--- src/rtl/ram8_arbiter_pkg.sv ---
// Shared types and widths for the RAM8 arbiter slice.
// Holds the FSM state codes and the default data/address widths.
package ram8_arbiter_pkg;

    localparam int DATA_W = 16;
    localparam int ADDR_W = 3;

    typedef enum logic [2:0] {
        IDLE   = 3'd0,
        SETUP  = 3'd1,
        ACCESS = 3'd2,
        HOLD   = 3'd3,
        DONE   = 3'd4
    } state_t;

endpackage

--- src/rtl/ram8_arbiter_if.sv ---
// Bus bundle between two requesters, the arbiter and the RAM8 store.
// Ports: req/we/addr/wdata/ack/rdata per requester, busy, ram_r/w/addr/d/o.
interface ram8_arbiter_if;
    import ram8_arbiter_pkg::*;

    logic              req0;
    logic              we0;
    logic [ADDR_W-1:0] addr0;
    logic [DATA_W-1:0] wdata0;
    logic              ack0;
    logic [DATA_W-1:0] rdata0;

    logic              req1;
    logic              we1;
    logic [ADDR_W-1:0] addr1;
    logic [DATA_W-1:0] wdata1;
    logic              ack1;
    logic [DATA_W-1:0] rdata1;

    logic              busy;
    logic              ram_r;
    logic              ram_w;
    logic [ADDR_W-1:0] ram_addr;
    logic [DATA_W-1:0] ram_d;
    logic [DATA_W-1:0] ram_o;

    // Arbiter side.
    modport slave (
        input  req0, we0, addr0, wdata0,
        input  req1, we1, addr1, wdata1,
        input  ram_o,
        output ack0, rdata0, ack1, rdata1,
        output busy, ram_r, ram_w, ram_addr, ram_d
    );

    // Requesters plus RAM side.
    modport master (
        output req0, we0, addr0, wdata0,
        output req1, we1, addr1, wdata1,
        output ram_o,
        input  ack0, rdata0, ack1, rdata1,
        input  busy, ram_r, ram_w, ram_addr, ram_d
    );

endinterface

--- src/rtl/ram8_arbiter_rr_arb2.sv ---
// Two-way round-robin grant logic, purely combinational.
// Ports: req0_i, req1_i, ptr_i (priority port) -> gnt0_o, gnt1_o (one-hot or zero).
module rr_arb2
    import ram8_arbiter_pkg::*;
(
    input  logic req0_i,
    input  logic req1_i,
    input  logic ptr_i,
    output logic gnt0_o,
    output logic gnt1_o
);

    // On contention the pointer port wins; a lone request always wins.
    assign gnt0_o = req0_i & (~req1_i | ~ptr_i);
    assign gnt1_o = req1_i & (~req0_i |  ptr_i);

endmodule

--- src/rtl/ram8_arbiter.sv ---
// Round-robin arbiter/sequencer in front of the RAM8 8x16 store.
// Ports: clk, rst_n (sync, active-low), bus (slave modport of ram8_arbiter_if).
module ram8_arbiter
    import ram8_arbiter_pkg::*;
(
    input  logic           clk,
    input  logic           rst_n,
    ram8_arbiter_if.slave  bus
);

    state_t state_q, state_d;

    logic              ptr_q;
    logic              gnt_id_q;
    logic              cmd_we_q;
    logic [ADDR_W-1:0] cmd_addr_q;
    logic [DATA_W-1:0] cmd_wdata_q;

    logic              ack0_q, ack1_q;
    logic [DATA_W-1:0] rdata0_q, rdata1_q;
    logic              busy_q;
    logic              ram_r_q, ram_w_q;
    logic [ADDR_W-1:0] ram_addr_q;
    logic [DATA_W-1:0] ram_d_q;

    logic areq0, areq1;
    logic gnt0, gnt1;
    logic grant;

    // The port being acked in DONE may still hold req; mask it out.
    always_comb begin
        areq0 = bus.req0;
        areq1 = bus.req1;
        if (state_q == DONE) begin
            if (gnt_id_q) areq1 = 1'b0;
            else          areq0 = 1'b0;
        end
    end

    rr_arb2 u_arb (
        .req0_i (areq0),
        .req1_i (areq1),
        .ptr_i  (ptr_q),
        .gnt0_o (gnt0),
        .gnt1_o (gnt1)
    );

    always_comb begin
        state_d = state_q;
        grant   = 1'b0;
        unique case (state_q)
            IDLE, DONE: begin
                if (gnt0 || gnt1) begin
                    state_d = SETUP;
                    grant   = 1'b1;
                end else begin
                    state_d = IDLE;
                end
            end
            SETUP:   state_d = ACCESS;
            ACCESS:  state_d = HOLD;
            HOLD:    state_d = DONE;
            default: state_d = IDLE;
        endcase
    end

    // Outputs are registered from the current state, so the bus
    // pins trail the state register by one cycle.
    always_ff @(posedge clk) begin
        if (!rst_n) begin
            state_q     <= IDLE;
            ptr_q       <= 1'b0;
            gnt_id_q    <= 1'b0;
            cmd_we_q    <= 1'b0;
            cmd_addr_q  <= '0;
            cmd_wdata_q <= '0;
            ack0_q      <= 1'b0;
            ack1_q      <= 1'b0;
            rdata0_q    <= '0;
            rdata1_q    <= '0;
            busy_q      <= 1'b0;
            ram_r_q     <= 1'b0;
            ram_w_q     <= 1'b0;
            ram_addr_q  <= '0;
            ram_d_q     <= '0;
        end else begin
            state_q <= state_d;
            if (grant) begin
                gnt_id_q    <= gnt1;
                ptr_q       <= gnt0;
                cmd_we_q    <= gnt1 ? bus.we1    : bus.we0;
                cmd_addr_q  <= gnt1 ? bus.addr1  : bus.addr0;
                cmd_wdata_q <= gnt1 ? bus.wdata1 : bus.wdata0;
            end
            busy_q  <= (state_q == SETUP) || (state_q == ACCESS)
                    || (state_q == HOLD);
            ram_w_q <= (state_q == ACCESS) && cmd_we_q;
            ram_r_q <= ((state_q == ACCESS) || (state_q == HOLD))
                    && !cmd_we_q;
            if (state_q == SETUP) begin
                ram_addr_q <= cmd_addr_q;
                ram_d_q    <= cmd_wdata_q;
            end
            ack0_q <= (state_q == DONE) && !gnt_id_q;
            ack1_q <= (state_q == DONE) &&  gnt_id_q;
            if ((state_q == HOLD) && !cmd_we_q) begin
                if (gnt_id_q) rdata1_q <= bus.ram_o;
                else          rdata0_q <= bus.ram_o;
            end
        end
    end

    assign bus.ack0     = ack0_q;
    assign bus.ack1     = ack1_q;
    assign bus.rdata0   = rdata0_q;
    assign bus.rdata1   = rdata1_q;
    assign bus.busy     = busy_q;
    assign bus.ram_r    = ram_r_q;
    assign bus.ram_w    = ram_w_q;
    assign bus.ram_addr = ram_addr_q;
    assign bus.ram_d    = ram_d_q;

endmodule
--- src/flat_wrapper.sv ---
// flat-port wrapper written by rule: the top's interface ports become plain ports
module ram8_arbiter_flat import ram8_arbiter_pkg::*;
  (clk, rst_n, bus_req0, bus_we0, bus_addr0, bus_wdata0, bus_req1, bus_we1, bus_addr1, bus_wdata1, bus_ram_o, bus_ack0, bus_rdata0, bus_ack1, bus_rdata1, bus_busy, bus_ram_r, bus_ram_w, bus_ram_addr, bus_ram_d);
  ram8_arbiter_if bus_i ();
  input  logic clk;
  input  logic rst_n;
  input wire logic [$bits(bus_i.req0)-1:0] bus_req0;
  input wire logic [$bits(bus_i.we0)-1:0] bus_we0;
  input wire logic [$bits(bus_i.addr0)-1:0] bus_addr0;
  input wire logic [$bits(bus_i.wdata0)-1:0] bus_wdata0;
  input wire logic [$bits(bus_i.req1)-1:0] bus_req1;
  input wire logic [$bits(bus_i.we1)-1:0] bus_we1;
  input wire logic [$bits(bus_i.addr1)-1:0] bus_addr1;
  input wire logic [$bits(bus_i.wdata1)-1:0] bus_wdata1;
  input wire logic [$bits(bus_i.ram_o)-1:0] bus_ram_o;
  output wire logic [$bits(bus_i.ack0)-1:0] bus_ack0;
  output wire logic [$bits(bus_i.rdata0)-1:0] bus_rdata0;
  output wire logic [$bits(bus_i.ack1)-1:0] bus_ack1;
  output wire logic [$bits(bus_i.rdata1)-1:0] bus_rdata1;
  output wire logic [$bits(bus_i.busy)-1:0] bus_busy;
  output wire logic [$bits(bus_i.ram_r)-1:0] bus_ram_r;
  output wire logic [$bits(bus_i.ram_w)-1:0] bus_ram_w;
  output wire logic [$bits(bus_i.ram_addr)-1:0] bus_ram_addr;
  output wire logic [$bits(bus_i.ram_d)-1:0] bus_ram_d;
  assign bus_i.req0 = bus_req0;
  assign bus_i.we0 = bus_we0;
  assign bus_i.addr0 = bus_addr0;
  assign bus_i.wdata0 = bus_wdata0;
  assign bus_i.req1 = bus_req1;
  assign bus_i.we1 = bus_we1;
  assign bus_i.addr1 = bus_addr1;
  assign bus_i.wdata1 = bus_wdata1;
  assign bus_i.ram_o = bus_ram_o;
  assign bus_ack0 = bus_i.ack0;
  assign bus_rdata0 = bus_i.rdata0;
  assign bus_ack1 = bus_i.ack1;
  assign bus_rdata1 = bus_i.rdata1;
  assign bus_busy = bus_i.busy;
  assign bus_ram_r = bus_i.ram_r;
  assign bus_ram_w = bus_i.ram_w;
  assign bus_ram_addr = bus_i.ram_addr;
  assign bus_ram_d = bus_i.ram_d;
  ram8_arbiter u_core (.clk(clk), .rst_n(rst_n), .bus(bus_i));
endmodule
--- config.mk ---
export PLATFORM = sky130hd
export DESIGN_NAME = ram8_arbiter_flat
export DESIGN_NICKNAME = d
export VERILOG_FILES = /design/src/rtl/ram8_arbiter_pkg.sv /design/src/rtl/ram8_arbiter_if.sv /design/src/rtl/ram8_arbiter_rr_arb2.sv /design/src/rtl/ram8_arbiter.sv /design/src/flat_wrapper.sv
export SDC_FILE = /design/constraint.sdc
export NUM_CORES = 1
export LEC_CHECK = 0
export ABC_CLOCK_PERIOD_IN_PS = 3200
export CAP_MARGIN = 10
export CELL_PAD_IN_SITES_DETAIL_PLACEMENT = 1
export CELL_PAD_IN_SITES_GLOBAL_PLACEMENT = 1
export CORE_ASPECT_RATIO = 1.4
export CORE_MARGIN = 10
export CORE_UTILIZATION = 34
export DETAILED_ROUTE_END_ITERATION = 6
export GPL_TIMING_DRIVEN = 0
export HOLD_SLACK_MARGIN = 0.12
export PLACE_DENSITY = 0.89
export SETUP_SLACK_MARGIN = 0.05
export SYNTH_ARGS = -nofsm -noshare
export SYNTH_HDL_FRONTEND = slang
export SYNTH_SLANG_ARGS = --single-unit
--- constraint.sdc ---
create_clock -name clk -period 3.2 [get_ports clk]
set_clock_uncertainty 0.15 [all_clocks]
set_input_delay 0.64 -clock clk [delete_from_list [all_inputs] [get_ports clk]]
set_output_delay 0.64 -clock clk [all_outputs]
set_load 0.02 [all_outputs]
==> metrics.md, run 1 <==
| Metric | Value |
|---|---|
| Status | `finished, final reports clean` |
| Top delay family on crit path | `simple AND/OR/NAND/NOR gates` |
| Largest family of logic cells by synthesized area | `compound AO/OA/AOI/OAI gates` |
| Post-synthesis compound-gate area fraction | `22.34%` |
| Gates resized, CTS repair | `0` |
| Filler Cells Inserted | `989` |
| Hold WS | `301.6 ps` |
| Setup violations, final | `0` |
| Synth area leader | `dfxtp_1` |
| Slew margin rel. | `54.69%` |
| Core area | `8558 um^2` |
| Drt wl/cell | `16.52 um` |
| Final hold viol count | `0` |
| Hold WC Path Type | `reg -> reg` |
| I/O pin count | `116` |
| # Post-CTS Setup Buffers | `0` |
| Input/output buffers | `115` |
| Synth top cells by count | `105 x nand2_1, 81 x dfxtp_1, 52 x a21oi_1, 20 x a21o_1, 19 x a22o_1` |
| Synth Area in Simple Gates | `19.78%` |
| Drt initial violations | `104` |
| Met1 Wirelength | `3613 um` |
| FP Rows | `40` |
| Area growth from synthesis to layout | `53.21%` |
| Crit path arrival time | `2770 ps` |
| Clk slew on worst S/H paths | `60 ps` |
| Post-Syn Area | `2979 um^2` |
| Worst Setup SP | `rst_n` |
| Initial Utilization | `34.81%` |
| Vert. Die Dim | `130.8 um` |
| Area of the multi-input gates | `1255 um^2` |
| CP peak stage delay | `610 ps` |
| Initial antenna violation count | `0` |
| Critical Path Slowest Stage Cell | `clkdlybuf4s50_1` |
| Gr usage total | `14.60%` |
| Register area | `1622 um^2` |
| Minimum clock period | `2635 ps` |
| H-tree depth | `3` |
| Setup crit end kind | `flop` |
| Sequential area share after synthesis | `54.43%` |
| Largest net degree at the start of global routing | `16` |
| Die Width | `99.11 um` |
| Total CTS buffers | `9` |
| DRT Pass-1 Iters | `4` |
| Die ar. | `12,960 um^2` |
| Cts hold-fix bufs | `0` |
| Cells on worst reg2reg path | `5` |
| Synth Area in XOR/XNOR | `0%` |
| Worst R2R End | `u_core.bus.rdata1[9]` |
| Yosys reg bits | `81` |
| Routed Antenna Nets | `0` |
| Fin. max-slew vios | `0` |
| Worst reg2reg path startpoint | `u_core.state_q[0]` |
| Number of synthesized flops with an enable pin | `0` |
| Layout cell share with drive strength beyond 1 | `5.365%` |
| Total gr overflow | `0` |
| Post-synth ARST share | `0%` |
| CP endpoint | `u_core.cmd_wdata_q[2]` |
| Placer Congestion | `0.7775` |
| Clock latency on the worst-skew pair | `330 ps` |
| Vias in the first global route | `3,178` |
| Root Buffer | `clkbuf_16` |
| PwrDens | `532.8 nW/um^2` |
| Top-area cell type share of the netlist area | `54.43%` |
| Remaining DRCs | `0` |
| Maximum VDD drop | `0.0002778 V` |
| Syn avg cell area | `8.893 um^2` |
| Crit Path Class | `in -> reg` |
| RSZ-0062 raised after global routing | `false` |
| CP required | `3340 ps` |
| Worst-margin pin slew | `674.0 ps` |
| Most frequent cell after synthesis | `nand2_1` |
| Antenna cell count | `0` |
| DR WL met3 | `772 um` |
| WP buf/inv | `2` |
| Post-Syn Nets | `395` |
| Worst-path fanout max | `10` |
| Leak | `1.746 nW` |
| Period utilisation layout | `82.33%` |
| Synth area leaders | `dfxtp_1 54%, nand2_1 13%, a21oi_1 8.7%` |
| Nets | `521` |
| Clock buffer depth | `2` |
| FMAX | `379.6 MHz` |
| Mapped Cells | `335` |
| Post-route setup TNS | `0 ps` |
| First-pass GRT wire length | `15,300 um` |
| DP HPWL | `7452 um` |
| Final WL | `9435 um` |
| Routed via count | `2,835` |
| Metal2 WL | `4849 um` |
| Startpoint types | `input pin` |
| Ys Warns | `0` |
| Clk sinks | `81` |
| Top Metal Used | `met4` |
| Hold_sp | `u_core.cmd_wdata_q[11]` |
| Adder-Cell Fraction of Synth Area | `0%` |
| Via-to-Cell Ratio | `4.965` |
| Worst reg-to-reg setup slack | `1060 ps` |
| Predominant post-synthesis flop cell | `dfxtp_1` |
| Synth cell types | `36` |
| CTS tree | `built` |
| WP depth | `6` |
| Critical-path cell list | `clkdlybuf4s50_1 > or3b_4 > nor4b_4 > buf_6 > a22o_1 > a21o_1` |
| Max Cap Viol | `0` |
| Mux share of post-synthesis cell area | `0%` |
-- registers in the layout, summed over array words and instances, names as in the netlist --
| register | count |
|---|---|
| u_core.cmd_addr_q | 3 |
| u_core.bus.rdata1 | 16 |
| u_core.bus.ram_d | 16 |
| u_core.bus.ack1 | 1 |
| u_core.gnt_id_q | 1 |
| u_core.state_q | 3 |
| u_core.bus.rdata0 | 16 |
| u_core.cmd_we_q | 1 |
| u_core.bus.ram_r | 1 |
| u_core.bus.ram_addr | 3 |
| u_core.bus.ack0 | 1 |
| u_core.cmd_wdata_q | 16 |
| u_core.bus.busy | 1 |
| u_core.bus.ram_w | 1 |
| u_core.ptr_q | 1 |
-- worst min path at each step --
stage               slack (ps)                      to  cells after the start
floorplan                  280    u_core.cmd_addr_q[0]                      1
global placement           280  u_core.cmd_wdata_q[10]                      1
detailed placement         290  u_core.cmd_wdata_q[11]                      1
CTS                        300  u_core.cmd_wdata_q[11]                      1
global route               320    u_core.bus.rdata1[8]                      2
finish                     300  u_core.cmd_wdata_q[11]                      1
-- cell usage in the layout, fill, tap and decap left out, drive strengths merged --
cell type / netlist / final
nor3b: 3 / 3
o21bai: 1 / 1
inv: 1 / 3
clkinvlp: 0 / 1
clkdlybuf4s50: 0 / 115
and3b: 1 / 1
clkbuf: 18 / 27
nor4: 1 / 1
a21boi: 1 / 1
dfxtp: 81 / 81
and2: 2 / 2
o2111a: 1 / 1
clkinv: 1 / 4
a21oi: 52 / 52
nand2b: 3 / 3
nor2: 5 / 5
buf: 3 / 3
a22o: 19 / 19
bufinv: 0 / 1
o21a: 1 / 1
a21o: 20 / 20
or2b: 2 / 2
o311a: 1 / 1
o31ai: 1 / 1
nand2: 105 / 105
nor3: 1 / 1
o21ai: 1 / 1
nor4b: 2 / 2
o221ai: 1 / 1
a311oi: 1 / 1
or3b: 2 / 2
or4b: 1 / 1
a31oi: 1 / 1
or4: 1 / 1
a221oi: 1 / 1
-- kinds of logic (layout without fill, tap and decap cells) --
group	Yosys count	after routing
AOI/OAI and AO/OA	102	102
buffers and inverters	23	154
DFF	81	81
and+or+nand+nor	129	129
-- final cells by class --
type | count | area share (%)
sequential | 81 | 35.53
clock inverter | 7 | 1.700
inverter | 2 | 0.1645
timing repair buffer | 115 | 25.22
tap | 105 | 2.878
multi-input combinational | 231 | 27.49
clock buffer | 9 | 4.934
buffer | 21 | 2.083
-- per-layer routing --
layer / GRT usage, % / up-vias
li1: - / 1399
met2: 26.27 / 84
met1: 14.26 / 1340
met3: 5.623 / 12
met5: 0 / -
met4: 7.354 / 0
-- metrics by stage --
step | power [mW] | setup slack, ps | instance area, um^2 | cells | utilization [%]
after floorplan | 1.264 | 1133 | 2979 | 335 | -
after global placement | 1.415 | 247.1 | 4262 | 555 | 49.80
after detailed placement | 1.428 | 179.5 | 4262 | 555 | 49.80
after CTS | 2.471 | 547.9 | 4564 | 571 | 53.33
after global routing | 2.537 | 464.8 | 4564 | 571 | 53.33
final | 2.432 | 565.5 | 4564 | 571 | 53.33
-- worst register-to-register path, stage by stage (launching register included) --
cell      delay, ps
dfxtp_1         420
nand2_1         180
nor4b_2         610
clkbuf_1        460
nand2_1         130
a21oi_1         140
-- power by group --
part           internal, mW  total, mW  switching, mW
Clock                 0.610       1.03          0.419
Sequential             1.06       1.09         0.0335
Combinational         0.161      0.308          0.147
(Power assumes the default switching activity.)
==> run 2, diff against run 1 <==
- ABC_CLOCK_PERIOD_IN_PS: 3200 -> 2600
- CORE_UTILIZATION: 34 -> 31
- PLACE_DENSITY: 0.89 -> 0.83
- clock period: 3.2 -> 2.6 ns (I/O delays scaled with it)
==> run 2 against run 1 <==
Critical path depth did not move. Cell area fell by 0.38%. Clock power rose by 13%. Non-clock buffer count did not move. Combinational power rose by 23%. Largest power group unchanged. Routed wire length rose by 1.8%.
==> metrics.md, run 2 (synthesis results as in run 1) <==
| Metric | Value |
|---|---|
| Max Cap Viol | `0` |
| Critical Path Slowest Stage Cell | `clkdlybuf4s50_1` |
| Crit Path Class | `in -> reg` |
| I/O pin count | `116` |
| Post-DP Area | `4268 um^2` |
| Top delay family on crit path | `simple AND/OR/NAND/NOR gates` |
| Routed Antenna Nets | `0` |
| Placer Congestion | `0.7606` |
| Initial antenna violation count | `0` |
| Vert. Die Dim | `136.0 um` |
| Area of the multi-input gates | `1255 um^2` |
| Clk sinks | `81` |
| Root Buffer | `clkbuf_16` |
| Cts hold-fix bufs | `0` |
| Drt initial violations | `63` |
| Routed via count | `2,852` |
| First-pass GRT wire length | `15,400 um` |
| CTS tree | `built` |
| Total gr overflow | `0` |
| Cells on worst reg2reg path | `5` |
| # Post-CTS Setup Buffers | `0` |
| PwrDens | `635.3 nW/um^2` |
| Nets | `521` |
| Minimum clock period | `2420 ps` |
| Initial Utilization | `31.67%` |
| Design area | `4547 um^2` |
| RSZ-0062 raised after global routing | `false` |
| CP peak stage delay | `600 ps` |
| Worst-margin pin slew | `689.2 ps` |
| Setup violations, final | `0` |
| Core area | `9407 um^2` |
| Die Width | `102.9 um` |
| Die ar. | `13,990 um^2` |
| Layout cell share with drive strength beyond 1 | `5.365%` |
| Total CTS buffers | `9` |
| Filler Cells Inserted | `1,088` |
| Crit path arrival time | `2550 ps` |
| Hold WC Path Type | `reg -> reg` |
| Vias in the first global route | `3,178` |
| Status | `finished, final reports clean` |
| Final hold viol count | `0` |
| Area growth from synthesis to layout | `52.62%` |
| Register area | `1622 um^2` |
| Hold WS | `302.1 ps` |
| Post-place setup slack | `-224.3 ps` |
| DRT Pass-1 Iters | `4` |
| WP buf/inv | `2` |
| FP Rows | `42` |
| Input/output buffers | `115` |
| Setup crit end kind | `flop` |
| DP HPWL | `7609 um` |
| Via-to-Cell Ratio | `4.951` |
| Remaining DRCs | `0` |
| Slew margin rel. | `53.67%` |
| Worst setup margin | `179.6 ps` |
| Most common cell after layout, fill and taps aside | `clkdlybuf4s50_1` |
| Worst-path fanout max | `10` |
| Leak | `1.728 nW` |
| Startpoint types | `input pin` |
| WHS Path Cells | `2` |
| Gr usage total | `14.10%` |
| Critical-path cell list | `clkdlybuf4s50_1 > or3b_4 > nor4b_4 > buf_6 > a22o_1 > a21o_1` |
| CP required | `2730 ps` |
| Maximum VDD drop | `0.0003310 V` |
| Clock buffer depth | `2` |
| Total power | `2.888 mW` |
| Commonest cells after routing, fill and taps aside | `115 x clkdlybuf4s50_1, 105 x nand2_1, 81 x dfxtp_1, 52 x a21oi_1, 20 x a21o_1` |
| Gates resized, CTS repair | `0` |
| Period utilisation layout | `93.09%` |
| Final WL | `9605 um` |
| Antenna cell count | `0` |
| FMAX | `413.2 MHz` |
| Clk slew on worst S/H paths | `60 ps` |
| H-tree depth | `3` |
| Fin. max-slew vios | `0` |
| Largest net degree at the start of global routing | `16` |
| WP depth | `6` |
| Drt wl/cell | `16.68 um` |
| Clock latency on the worst-skew pair | `340 ps` |
## run 2: tightest hold or removal path, cell delays in order (launching register included)
cell,delay (ps)
dfxtp_1,310
nand2_1,50
a21oi_1,50
## run 2: worst paths after layout
check                  startpoint                    end  slack [ps]
max                         rst_n  u_core.cmd_wdata_q[2]         180
min          u_core.bus.rdata1[8]   u_core.bus.rdata1[8]         300
max reg2reg     u_core.state_q[0]  u_core.bus.rdata1[13]         420
min reg2reg  u_core.bus.rdata1[8]   u_core.bus.rdata1[8]         300
## run 2: power by group
part / internal (mW) / switching (mW) / total (mW)
combinational: 0.198 / 0.181 / 0.379
clock: 0.652 / 0.510 / 1.16
sequential: 1.31 / 0.0411 / 1.35
## run 2: area by class of cell
type | count | area share [%]
clock buffers | 9 | 4.953
flip-flops and latches | 81 | 35.66
clock inverters | 7 | 1.183
plain buffers | 21 | 2.091
multi-input cells | 231 | 27.60
repair buffers | 115 | 25.32
inverters | 2 | 0.1651
well taps | 110 | 3.027
## run 2: per-layer routing
metal	up-vias	global-route usage (%)	wire, um
li1	1395	-	-
met5	-	0	0
met2	91	25.28	4974
met1	1352	13.40	3607
met3	14	6.098	840
met4	0	6.589	183
## run 2: per-stage QoR
stage | utilization, % | std cells | TNS [ps]
after floorplan | - | 335 | 0
after global placement | 45.37 | 560 | -2662
after detailed placement | 45.37 | 560 | -3216
after CTS | 48.34 | 576 | 0
after global routing | 48.34 | 576 | 0
final | 48.34 | 576 | 0
